===== src/rtl/ascon_pack.sv =====
// Shared Ascon types and constants: state type, diffusion rotation pairs,
// and the FSM/iteration constants of the iterative inverse diffusion block.
package ascon_pack;

   typedef logic [4:0][63:0] type_state;

   // Right-rotation amounts for the five word functions Sigma_i.
   localparam int ROT_A [5] = '{19, 61, 1, 10, 7};
   localparam int ROT_B [5] = '{28, 39, 6, 17, 41};

   // Sigma_i^64 = identity over GF(2)[X]/(X^64+1), so 63 forward passes invert.
   localparam int INV_DIFF_ITER  = 63;
   localparam int INV_DIFF_CNT_W = 6;

   typedef enum logic [1:0] {
      IDLE = 2'd0,
      RUN  = 2'd1,
      DONE = 2'd2
   } type_inv_diff_fsm;

   function automatic logic [63:0] rotr(input logic [63:0] x, input int n);
      return (x >> n) | (x << (64 - n));
   endfunction

endpackage


===== src/rtl/diffusion_layer.sv =====
// Forward Ascon linear diffusion layer: each word x ^ rotr(x,a) ^ rotr(x,b).
// Purely combinational; all five words are processed in parallel.
module diffusion_layer
   import ascon_pack::*;
(
   input  type_state diffusion_i,
   output type_state diffusion_o
);

   for (genvar g = 0; g < 5; g++) begin : g_word
      assign diffusion_o[g] = diffusion_i[g]
                            ^ rotr(diffusion_i[g], ROT_A[g])
                            ^ rotr(diffusion_i[g], ROT_B[g]);
   end

endmodule


===== src/rtl/inv_diffusion_layer_seq.sv =====
// Iterative inverse of the Ascon diffusion layer: the forward layer is applied
// N_ITER times to a registered state, one application per clock.
module inv_diffusion_layer_seq
   import ascon_pack::*;
#(
   parameter int N_ITER = INV_DIFF_ITER
)(
   input  logic      clock_i,
   input  logic      resetb_i,
   input  logic      start_i,
   input  type_state inv_diffusion_i,
   output logic      busy_o,
   output logic      done_o,
   output type_state inv_diffusion_o
);

   localparam logic [INV_DIFF_CNT_W-1:0] LAST_CNT = INV_DIFF_CNT_W'(N_ITER - 1);

   type_inv_diff_fsm            r_fsm,   w_fsm_nxt;
   logic [INV_DIFF_CNT_W-1:0]   r_cnt,   w_cnt_nxt;
   type_state                   r_state, w_state_nxt;
   type_state                   w_diff;

   diffusion_layer u_diffusion_layer (
      .diffusion_i (r_state),
      .diffusion_o (w_diff)
   );

   always_comb begin
      // NOTE: every output of this block gets a default first so no path can infer a latch.
      w_fsm_nxt   = r_fsm;
      w_cnt_nxt   = r_cnt;
      w_state_nxt = r_state;
      unique case (r_fsm)
         IDLE: begin
            if (start_i) begin
               w_state_nxt = inv_diffusion_i;
               w_cnt_nxt   = '0;
               w_fsm_nxt   = RUN;
            end
         end
         RUN: begin
            // A counter outside 0..N_ITER-1 can only come from corruption; bail out.
            if (r_cnt > LAST_CNT) begin
               w_fsm_nxt = IDLE;
            end else begin
               w_state_nxt = w_diff;
               w_cnt_nxt   = r_cnt + 1'b1;
               if (r_cnt == LAST_CNT) w_fsm_nxt = DONE;
            end
         end
         DONE:    w_fsm_nxt = IDLE;
         default: w_fsm_nxt = IDLE;
      endcase
   end

   // NOTE: state is updated with non-blocking assignments only; the wide data
   // register is reset too, so no stale result survives an aborted run.
   always_ff @(posedge clock_i) begin
      if (!resetb_i) begin
         r_fsm   <= IDLE;
         r_cnt   <= '0;
         r_state <= '0;
      end else begin
         r_fsm   <= w_fsm_nxt;
         r_cnt   <= w_cnt_nxt;
         r_state <= w_state_nxt;
      end
   end

   assign busy_o          = (r_fsm == RUN);
   assign done_o          = (r_fsm == DONE);
   assign inv_diffusion_o = r_state;

endmodule


===== config.mk =====
export PLATFORM = sky130hd
export DESIGN_NAME = inv_diffusion_layer_seq
export DESIGN_NICKNAME = d
export VERILOG_FILES = /design/src/rtl/ascon_pack.sv /design/src/rtl/diffusion_layer.sv /design/src/rtl/inv_diffusion_layer_seq.sv
export SDC_FILE = /design/constraint.sdc
export NUM_CORES = 1
export LEC_CHECK = 0
export ABC_AREA = 0
export CAP_MARGIN = 40
export CELL_PAD_IN_SITES_DETAIL_PLACEMENT = 1
export CELL_PAD_IN_SITES_GLOBAL_PLACEMENT = 1
export CORE_ASPECT_RATIO = 2
export CORE_MARGIN = 5
export CORE_UTILIZATION = 30
export CTS_CLUSTER_SIZE = 20
export DETAILED_ROUTE_END_ITERATION = 16
export PLACE_DENSITY_LB_ADDON = 0.25
export SETUP_SLACK_MARGIN = 0.15
export SLEW_MARGIN = 20
export SYNTH_ARGS = -nofsm -noshare
export SYNTH_HDL_FRONTEND = slang
export SYNTH_SLANG_ARGS = --single-unit

===== constraint.sdc =====
create_clock -name clock_i -period 1.8 [get_ports clock_i]
set_clock_uncertainty 0.15 [all_clocks]
set_input_delay 0.45 -clock clock_i [delete_from_list [all_inputs] [get_ports clock_i]]
set_output_delay 0.45 -clock clock_i [all_outputs]
set_load 0.02 [all_outputs]

### Word level (Yosys, flattened, before mapping)

Index checks and enable logic that the tools add are counted.

| storage, ports and cells | value |
|---|---|
| flip-flop bits (word level) | 328 |
| output and inout bits | 322 |
| logic and storage cells | 49 |

| cells by class | value |
|---|---|
| $add $sub $neg | 1 |
| magnitude comparators | 1 |
| equality and inequality tests | 6 |
| muxes and demuxes | 10 |
| bitwise operators | 20 |
| reduce and logical (&&, ||, !) cells | 4 |

Operators with widths:

| cell | number |
|---|---|
| $mux W320 | 2 |
| $pmux W320 S2 | 1 |
| $xor A64 B64 Y64 | 10 |
| $or A23 B64 Y64 | 1 |
| $or A25 B64 Y64 | 1 |
| $or A3 B64 Y64 | 1 |
| $or A36 B64 Y64 | 1 |
| $or A45 B64 Y64 | 1 |
| $or A47 B64 Y64 | 1 |
| $or A54 B64 Y64 | 1 |
| $or A57 B64 Y64 | 1 |
| $or A58 B64 Y64 | 1 |
| $or A63 B64 Y64 | 1 |
| $mux W6 | 2 |
| $pmux W6 S2 | 1 |
| $add A6 B1 Y6 const B | 1 |
| $eq A6 B6 Y1 const B | 1 |
| $gt A6 B6 Y1 const B | 1 |
| $mux W2 | 3 |
| $ne A2 B2 Y1 const B | 2 |
| $pmux W2 S2 | 1 |
| $ne A3 B1 Y1 const B | 1 |
| $reduce_and A3 Y1 | 1 |
| $eq A2 B1 Y1 const B | 1 |
| other kinds (4) | 4 |

### Longest topological paths before layout

Gate-level depths: netlist of the first run.

| depth | value |
|---|---|
| depth in word-level cells | 5 |
| mapped depth | 9 |
| mapped depth without buffers | 6 |

### Cells and area by module

Synthesis of the first run repeated with hierarchy kept, for this count alone.

| unflattened totals | value |
|---|---|
| cell total of the unflattened synthesis | 2154 |
| area, all modules | 22661.7 µm² |

Modules (own cells, without submodules):

| module | instances | cells each | area an instance (µm²) |
|---|---|---|---|
| inv_diffusion_layer_seq | 1 | 1834 | 15028.2 |
| diffusion_layer | 1 | 320 | 7633.6 |

### Least setup slack after synthesis of the first run

Ideal clock, no wire load.

| timing path | value |
|---|---|
| kind | register to register |
| start | register r_cnt[0] |
| end | register r_state (netlist bit inv_diffusion_o[141]) |
| library setup time | 0.116 ns |
| data arrival time | 1.602 ns |
| data required time | 1.534 ns |
| slack | -0.068 ns |
| stages on the path, launching flop included | 9 |
| buffers on the path | 3 |
| clock period less this slack | 1.868 ns |
| cells stage by stage | dfxtp_1 inv_1 ha_1 nand3b_1 o21a_2 buf_6 buf_6 buf_2 a31o_2 |

| between the ends | value |
|---|---|
| longest elaborated chain between the ends | 3 |

Ends and longest elaborated chain:

| element | RTL line | text |
|---|---|---|
| start: declaration | inv_diffusion_layer_seq.sv:20 | `logic [INV_DIFF_CNT_W-1:0] r_cnt, w_cnt_nxt;` |
| start signal: assignment | inv_diffusion_layer_seq.sv:66 | `r_cnt <= w_cnt_nxt;` |
| $gt A6 B6 Y1 | inv_diffusion_layer_seq.sv:44 | `if (r_cnt > LAST_CNT) begin` |
| $ne A2 B2 Y1 (no source line) | n/a |  |
| $reduce_and A3 Y1 (no source line) | n/a |  |
| end signal: assignment | inv_diffusion_layer_seq.sv:67 | `r_state <= w_state_nxt;` |
| end: declaration | inv_diffusion_layer_seq.sv:21 | `type_state r_state, w_state_nxt;` |

Every way passes these cells.
A chain may end at the register's enable or synchronous reset.

### Final worst setup path of the first run

| timing path | value |
|---|---|
| start | register r_cnt[0] |
| end | register r_state (netlist bit inv_diffusion_o[314]) |

Same word-level chain as after synthesis.

==> qor.txt, run 1 <==
Run status -> finished, violations left
Violated checks -> setup timing
GRT Total Usage -> 29.5%
Final Hold Vio Count -> 0
Peak VDD IR -> 0.568 mV
Aggregate global routing overflow -> 0
Required time at the endpoint of the critical path -> 2.08 ns
Number of max-capacitance violations reported -> 0
Critical setup path kind -> reg -> reg
Routed wire length -> 115,000 um
Max Freq -> 0.505 GHz
Initial Utilization -> 30.2%
Avg Synthesized Cell Area -> 7.61 sq um
Worst min-delay path category -> in -> reg
Placed cell count -> 4,386
Clock transition at the registers of the reported paths -> 0.06 ns
H-tree depth -> 2
Global-route wire length before repair -> 164,000 um
Type of destination of the critical path -> flop
Count of placed standard cells in the final layout, fillers left out -> 4,514
Type of element launching the critical path -> flop
Antenna violations before repair -> 14
Via count of the first global-routing pass -> 26,200
Most area-consuming cells after synthesis -> dfxtp_1 33%, xnor2_1 19%, nand2_1 14%
Length of the first detailed-routing pass in iterations -> 5
CTS sink count -> 328
Largest net degree at the start of global routing -> 81
Ratio of cells with drive above 1 in the final layout -> 36.1%
Post-route DRC violation count -> 0
Distinct cell type count of the synthesized netlist -> 34
Post-layout utilization of the core -> 50.9%
Number of standard cells after synthesis -> 2,647
Total clock buffers created by CTS -> 36
Area of the die -> 72,700 sq um
Area share of the largest cell type after synthesis -> 32.6%
Number of DRC violations after detailed-routing iteration 0 -> 1,141
Fin crit share -> 110%
Worst endpoint data arrival time -> 2.25 ns
Routed via count -> 24,200
Clock insertion delay at the later pin of the skew report -> 0.57 ns
Tmin final -> 1.98 ns
Number of buffers added on ports -> 644
R2R cell count -> 8
Cell type contributing the most total cell area after synthesis -> dfxtp_1
Number of buffers on the longest clock path -> 3
Routed met3 length -> 8840 um
Sum of routed wire segments on met1 -> 40,200 um
CTS tree -> yes
Total setup violations reported at the end of the flow -> 324
Synthesized cell area -> 20,100 sq um
I/O pin total -> 645
Power density over the cells -> 849 nW/um^2
Die extent in y -> 376 um
Met2 routed wirelength -> 57,500 um
Sequential fraction of the synthesis area -> 32.6%
Via density per instance -> 5.36
Crit-path max FO -> 42
Slew @ Worst Pin -> 0.546 ns
Nets -> 3,920
Area added between synthesis and finish -> 68.6%
Slew HR -> 63.6%
FF+latch count, synth -> 328
HPWL after DPL -> 87,500 um
Leak pwr -> 0.0134 uW
Site Rows -> 134
Cell count of the worst hold path -> 3
Crit path setup slack, layout -> -0.178 ns
Die Span X -> 193 um
Synthesized netlist net count -> 2,972
Number of hold buffers added after CTS -> 0
Highest layer used for signal routing -> met5
Count of final max-slew check failures -> 0
Final ANT Viol Nets -> 0
Average wire length per cell after detail routing -> 25.5 um
CTS root buf -> clkbuf_16
Number of synthesis warnings -> 0
RSZ-0062 raised after global routing -> yes
Final RePlAce weighted congestion -> 0.953
Placeable core region -> 66,700 sq um
-- final timing paths --
kind / from / to / slack [ns]
setup / recovery: r_cnt[0]$_SDFFE_PN0P_ / inv_diffusion_o[314]$_SDFFE_PN0P_ / -0.18
hold / removal: resetb_i / inv_diffusion_o[120]$_SDFFE_PN0P_ / 0.05
setup reg to reg: r_cnt[0]$_SDFFE_PN0P_ / inv_diffusion_o[314]$_SDFFE_PN0P_ / -0.18
hold reg to reg: r_cnt[3]$_SDFFE_PN0P_ / r_cnt[3]$_SDFFE_PN0P_ / 0.43
-- state kept, by name, summed over array words and instances, names as in the netlist --
register and flops:
inv_diffusion_o 320, r_cnt 6, r_fsm 2
-- power breakdown --
part / switching, uW / total (uW) / internal, uW
Sequential: 763 / 8890 / 8130
Combinational: 6260 / 12000 / 5770
Clock: 3460 / 7910 / 4450
-- critical path, cell delays in order, from the launching register on --
cell	delay, ns
dfxtp_2	0.34
inv_2	0.05
ha_4	0.15
nand3b_1	0.21
o21a_4	0.29
buf_12	0.18
buf_16	0.20
o21ai_0	0.17
a31oi_1	0.06
-- layer usage --
| layer | vias up | track usage (%) |
|---|---|---|
| li1 | 11100 | - |
| met5 | - | 0 |
| met2 | 982 | 53.4 |
| met1 | 11800 | 30.2 |
| met4 | 10 | 17.4 |
| met3 | 307 | 7.50 |
-- timing repair --
item | 4_1_cts | 5_1_grt
resized for setup | 2353 | 162
gates cloned | 5 | 10
pin swaps | 12 | 8
setup endpoints to repair | 648 | 538
setup buffers | 35 | 5
-- logic make-up (layout without fill, tap and decap cells) --
family                     count (synthesis)  after routing  synth area share, %
adders and majority gates                  2              2                0.124
buffers and inverters                    220           1191                 4.79
DFF                                      328            328                 32.6
and+or+nand+nor                          803            803                 15.1
AOI/OAI and AO/OA                        821            821                 26.8
xor gates and xnor gates                 473            473                 20.6
other                                      0             12                    0
-- metrics by stage --
step           setup WS [ns]  hold slack, ns  total power [uW]  setup TNS [ns]  cell area, sq um
2_1_floorplan        0.00298           0.299             14400               0             20200
3_3_place_gp          -0.538           0.375             19700         -135.02             30600
3_5_place_dp          -0.554           0.412             20000         -142.95             30600
4_1_cts               -0.118          0.0329             28700          -17.41             33300
5_1_grt               -0.237          0.0412             30000          -55.25             33900
6_report              -0.178          0.0475             28800          -33.40             34000
-- layout make-up --
cell class / instances / area (sq um)
Timing Repair Buffer: 1126 / 11400
Fill cell: 7877 / 32800
Inverter: 4 / 22.5
Antenna cell: 12 / 30.0
Tap cell: 884 / 1110
Clock buffer: 49 / 1030
Sequential cell: 328 / 7100
Clock inverter: 12 / 148
Multi-Input combinational cell: 2099 / 13100
-- cell usage in the layout, fill, tap and decap left out, drive strengths merged, types with 6 or more instances in the layout --
master | netlist | layout
a21oi | 145 | 145
clkbuf | 117 | 57
xnor2 | 446 | 446
a31o | 140 | 140
a22oi | 27 | 27
diode | 0 | 12
o211ai | 27 | 27
xor2 | 27 | 27
o21ai | 157 | 157
inv | 3 | 6
a31oi | 155 | 155
nand2 | 731 | 731
clkdlybuf4s50 | 0 | 321
buf | 99 | 796
nor2 | 59 | 59
dfxtp | 328 | 328
o31ai | 167 | 167
-- synth_stat cells --
master,number
nand2_1,731
xnor2_1,446
dfxtp_1,328
o31ai_1,167
o21ai_0,156
a31oi_1,155
a21oi_1,145
clkbuf_1,117
a31o_1,110
buf_2,86
nor2_1,59
a31o_2,30
a22oi_1,27
o211ai_1,27
xor2_1,27
buf_1,8
buf_6,3
inv_1,3
nand3_1,3
nor3_1,3
buf_4,2
ha_1,2
and2_1,1
clkinv_2,1
nand2b_1,1
nand3b_1,1
nand4_1,1
nor2b_1,1
o21a_2,1
o21ai_1,1
o21ba_2,1
o221a_2,1
or2_2,1
or3_1,1
Note: power is estimated with default switching activity, not from simulation.
==> run 2: changes to the inputs <==
--- a/config.mk
+++ b/config.mk
@@ -19,4 +19,5 @@
 export SLEW_MARGIN = 20
 export SYNTH_ARGS = -nofsm -noshare
 export SYNTH_HDL_FRONTEND = slang
+export SYNTH_HIERARCHICAL = 1
 export SYNTH_SLANG_ARGS = --single-unit
==> qor.txt, run 2 <==
Startpoint of the worst-slack reg-to-reg timing path -> r_cnt[0]$_SDFFE_PN0P_
Ratio of cells with drive above 1 in the final layout -> 39.5%
Avg Synthesized Cell Area -> 10.5 sq um
Total clock buffers created by CTS -> 37
Initial Utilization -> 30.2%
Post-Route Setup TNS -> -50.95 ns
Slew @ Worst Pin -> 0.413 ns
Register-to-Register Setup Slack -> -0.24 ns
Max stage delay on crit path -> 0.34 ns
Count of final max-slew check failures -> 0
CTS tree -> yes
HPWL after DPL -> 82,700 um
Aggregate global routing overflow -> 0
Instance area at placement -> 33,100 sq um
Die extent in y -> 399 um
Required time at the endpoint of the critical path -> 2.06 ns
Run status -> finished, violations left
Number of DRC violations after detailed-routing iteration 0 -> 973
Crit-path max FO -> 8
Length of the first detailed-routing pass in iterations -> 6
Synthesized cell area -> 22,700 sq um
Site Rows -> 142
Combined buffer and inverter count along the critical path -> 4
Via count of the first global-routing pass -> 23,400
Standard cell with the maximum stage delay on the critical path -> dfxtp_2
Peak VDD IR -> 0.740 mV
Power density over the cells -> 839 nW/um^2
Worst min-delay path category -> in -> reg
Power after layout -> 31,300 uW
Routed via count -> 21,400
Final ANT Viol Nets -> 0
CTS root buf -> clkbuf_16
Top library cells by usage in the layout, fill and taps aside -> 648 x nand2_1, 394 x buf_4, 324 x buf_6, 321 x clkdlybuf4s50_1, 320 x o211a_1
Area of the die -> 81,500 sq um
Crit path setup slack, layout -> -0.243 ns
Area share of the largest cell type after synthesis -> 32.8%
Number of buffers added on ports -> 644
Type of element launching the critical path -> flop
R2R cell count -> 8
Sequential fraction of the synthesis area -> 29.0%
H-tree depth -> 2
Most frequent cells after synthesis -> 648 x nand2_1, 328 x dfxtp_1, 324 x nand3_1, 321 x o211a_1, 313 x xor3_1
FF+latch count, synth -> 328
Number of max-capacitance violations reported -> 0
Clock transition at the registers of the reported paths -> 0.07 ns
Number of hold buffers added after CTS -> 0
Crit path capture -> inv_diffusion_o[20]$_SDFFE_PN0P_
Number of standard cells after synthesis -> 2,154
Nets -> 3,489
Tmin final -> 2.04 ns
CTS sink count -> 328
Global-route wire length before repair -> 159,000 um
Clock insertion delay at the later pin of the skew report -> 0.54 ns
Worst endpoint data arrival time -> 2.31 ns
Final Hold Vio Count -> 0
Sequence of cells on the critical path -> inv_2 > ha_4 > nand4b_4 > o21a_4 > buf_12 > buf_16 > buf_16 > o211a_1
Main synth FF type -> dfxtp_1
Most area-consuming cells after synthesis -> xor3_1 33%, dfxtp_1 29%, o211a_1 14%
RSZ-0062 raised after global routing -> yes
Type of destination of the critical path -> flop
Number of enable flip-flop cells after synthesis -> 0
Number of buffers on the longest clock path -> 3
Max Freq -> 0.489 GHz
Final RePlAce weighted congestion -> 0.916
Area added between synthesis and finish -> 64.4%
R2R Path End -> inv_diffusion_o[20]$_SDFFE_PN0P_
Average wire length per cell after detail routing -> 26.9 um
Largest net degree at the start of global routing -> 73
Share of flip-flops with an asynchronous set or reset -> 0%
Die Span X -> 204 um
Most common library cell in the layout ignoring fill and taps -> nand2_1
Family with the most delay on the worst path -> compound AO/OA/AOI/OAI gates
Antenna violations before repair -> 21
Critical setup path kind -> reg -> reg
Number of cells on the critical path -> 8
Most used standard cell by instance count after synthesis -> nand2_1
Cell type contributing the most total cell area after synthesis -> xor3_1
CP Launch Point -> r_cnt[0]$_SDFFE_PN0P_
Routed wire length -> 113,000 um
Total setup violations reported at the end of the flow -> 323
Violated checks -> setup timing
Via density per instance -> 5.08
Most used cell along the critical path -> buf_16
Synthesized netlist net count -> 2,479
Fin crit share -> 114%
Post-route DRC violation count -> 0
I/O pin total -> 645
Number of synthesis warnings -> 6
GRT Total Usage -> 25.9%
Final design instance area without fill -> 37,300 sq um
Slew HR -> 72.5%
Distinct cell type count of the synthesized netlist -> 31
Max reg flops -> 320
Fill count -> 8,076
Leak pwr -> 0.0197 uW
Placeable core region -> 75,000 sq um
run 2: cell types whose count changed after synthesis, moves of 154 or more:
cell     change
nand3_1    +321
o31ai_1    -167
a31oi_1    -154
o211a_1    +321
xor3_1     +313
xnor2_1    -446
run 2: worst min-delay path by stage:
| stage | startpoint | endpoint | slack [ns] | cells after the start |
|---|---|---|---|---|
| CTS | resetb_i | inv_diffusion_o[311]$_SDFFE_PN0P_ | 0.06 | 2 |
| finish | resetb_i | inv_diffusion_o[311]$_SDFFE_PN0P_ | 0.09 | 2 |
| floorplan | r_cnt[0]$_SDFFE_PN0P_ | r_cnt[0]$_SDFFE_PN0P_ | 0.32 | 2 |
| global route | resetb_i | inv_diffusion_o[310]$_SDFFE_PN0P_ | 0.08 | 2 |
| detailed placement | inv_diffusion_o[310]$_SDFFE_PN0P_ | inv_diffusion_o[310]$_SDFFE_PN0P_ | 0.41 | 1 |
| global placement | inv_diffusion_o[71]$_SDFFE_PN0P_ | inv_diffusion_o[71]$_SDFFE_PN0P_ | 0.40 | 1 |
run 2: through the flow:
stage          setup WS, ns  instances  utilization [%]  hold WS (ns)
2_1_floorplan       0.00303       2154                -         0.318
3_3_place_gp         -0.477       4030             44.1         0.396
3_5_place_dp         -0.529       4030             44.1         0.410
4_1_cts              -0.223       4159             48.6        0.0608
5_1_grt              -0.289       4199             49.7        0.0766
6_report             -0.243       4206             49.7        0.0897
run 2: area by class of cell:
type | instances | area [sq um] | share of cell area [%]
timing repair buffer | 1149 | 12300 | 33.0
multi-input combinational | 1645 | 15400 | 41.2
clock inverter | 13 | 198 | 0.530
tap | 1008 | 1260 | 3.38
sequential | 328 | 7060 | 18.9
inverter | 3 | 18.8 | 0.0504
antenna | 12 | 30.0 | 0.0806
clock buffer | 48 | 1060 | 2.84
run 2: metal layers:
metal  up-vias  global-route usage (%)  share of wire (%)
met5         -                       0               0.12
met1     10600                    27.4                 36
met3       216                    6.95                7.1
met2       803                    46.8                 51
li1       9731                       -                  -
met4        18                    13.4                6.3
run 2: timing repair:
item | 4_1_cts | 5_1_grt
pin swaps | 1 | 11
cloned | 23 | 20
endpoints found under the setup margin | 644 | 455
buffers inserted | 45 | 15
hold endpoints to repair | 0 | 0
gates resized for setup | 2300 | 72
run 2: cell families (layout without fill, tap and decap cells):
kind of cell | after synthesis | in the layout | synth area share [%]
fa+ha+maj | 2 | 2 | 0.110
compound gates | 338 | 339 | 14.7
buf+inv | 182 | 1213 | 4.30
other cells | 0 | 12 | 0
simple gates | 984 | 984 | 18.2
flops | 328 | 328 | 29.0
xor+xnor | 320 | 320 | 33.7
run 2: power by group:
group / internal, uW / leakage, uW / switching (uW)
Sequential: 8170 / 0.00283 / 722
Clock: 4850 / 0.000626 / 3470
Combinational: 8230 / 0.0163 / 5810
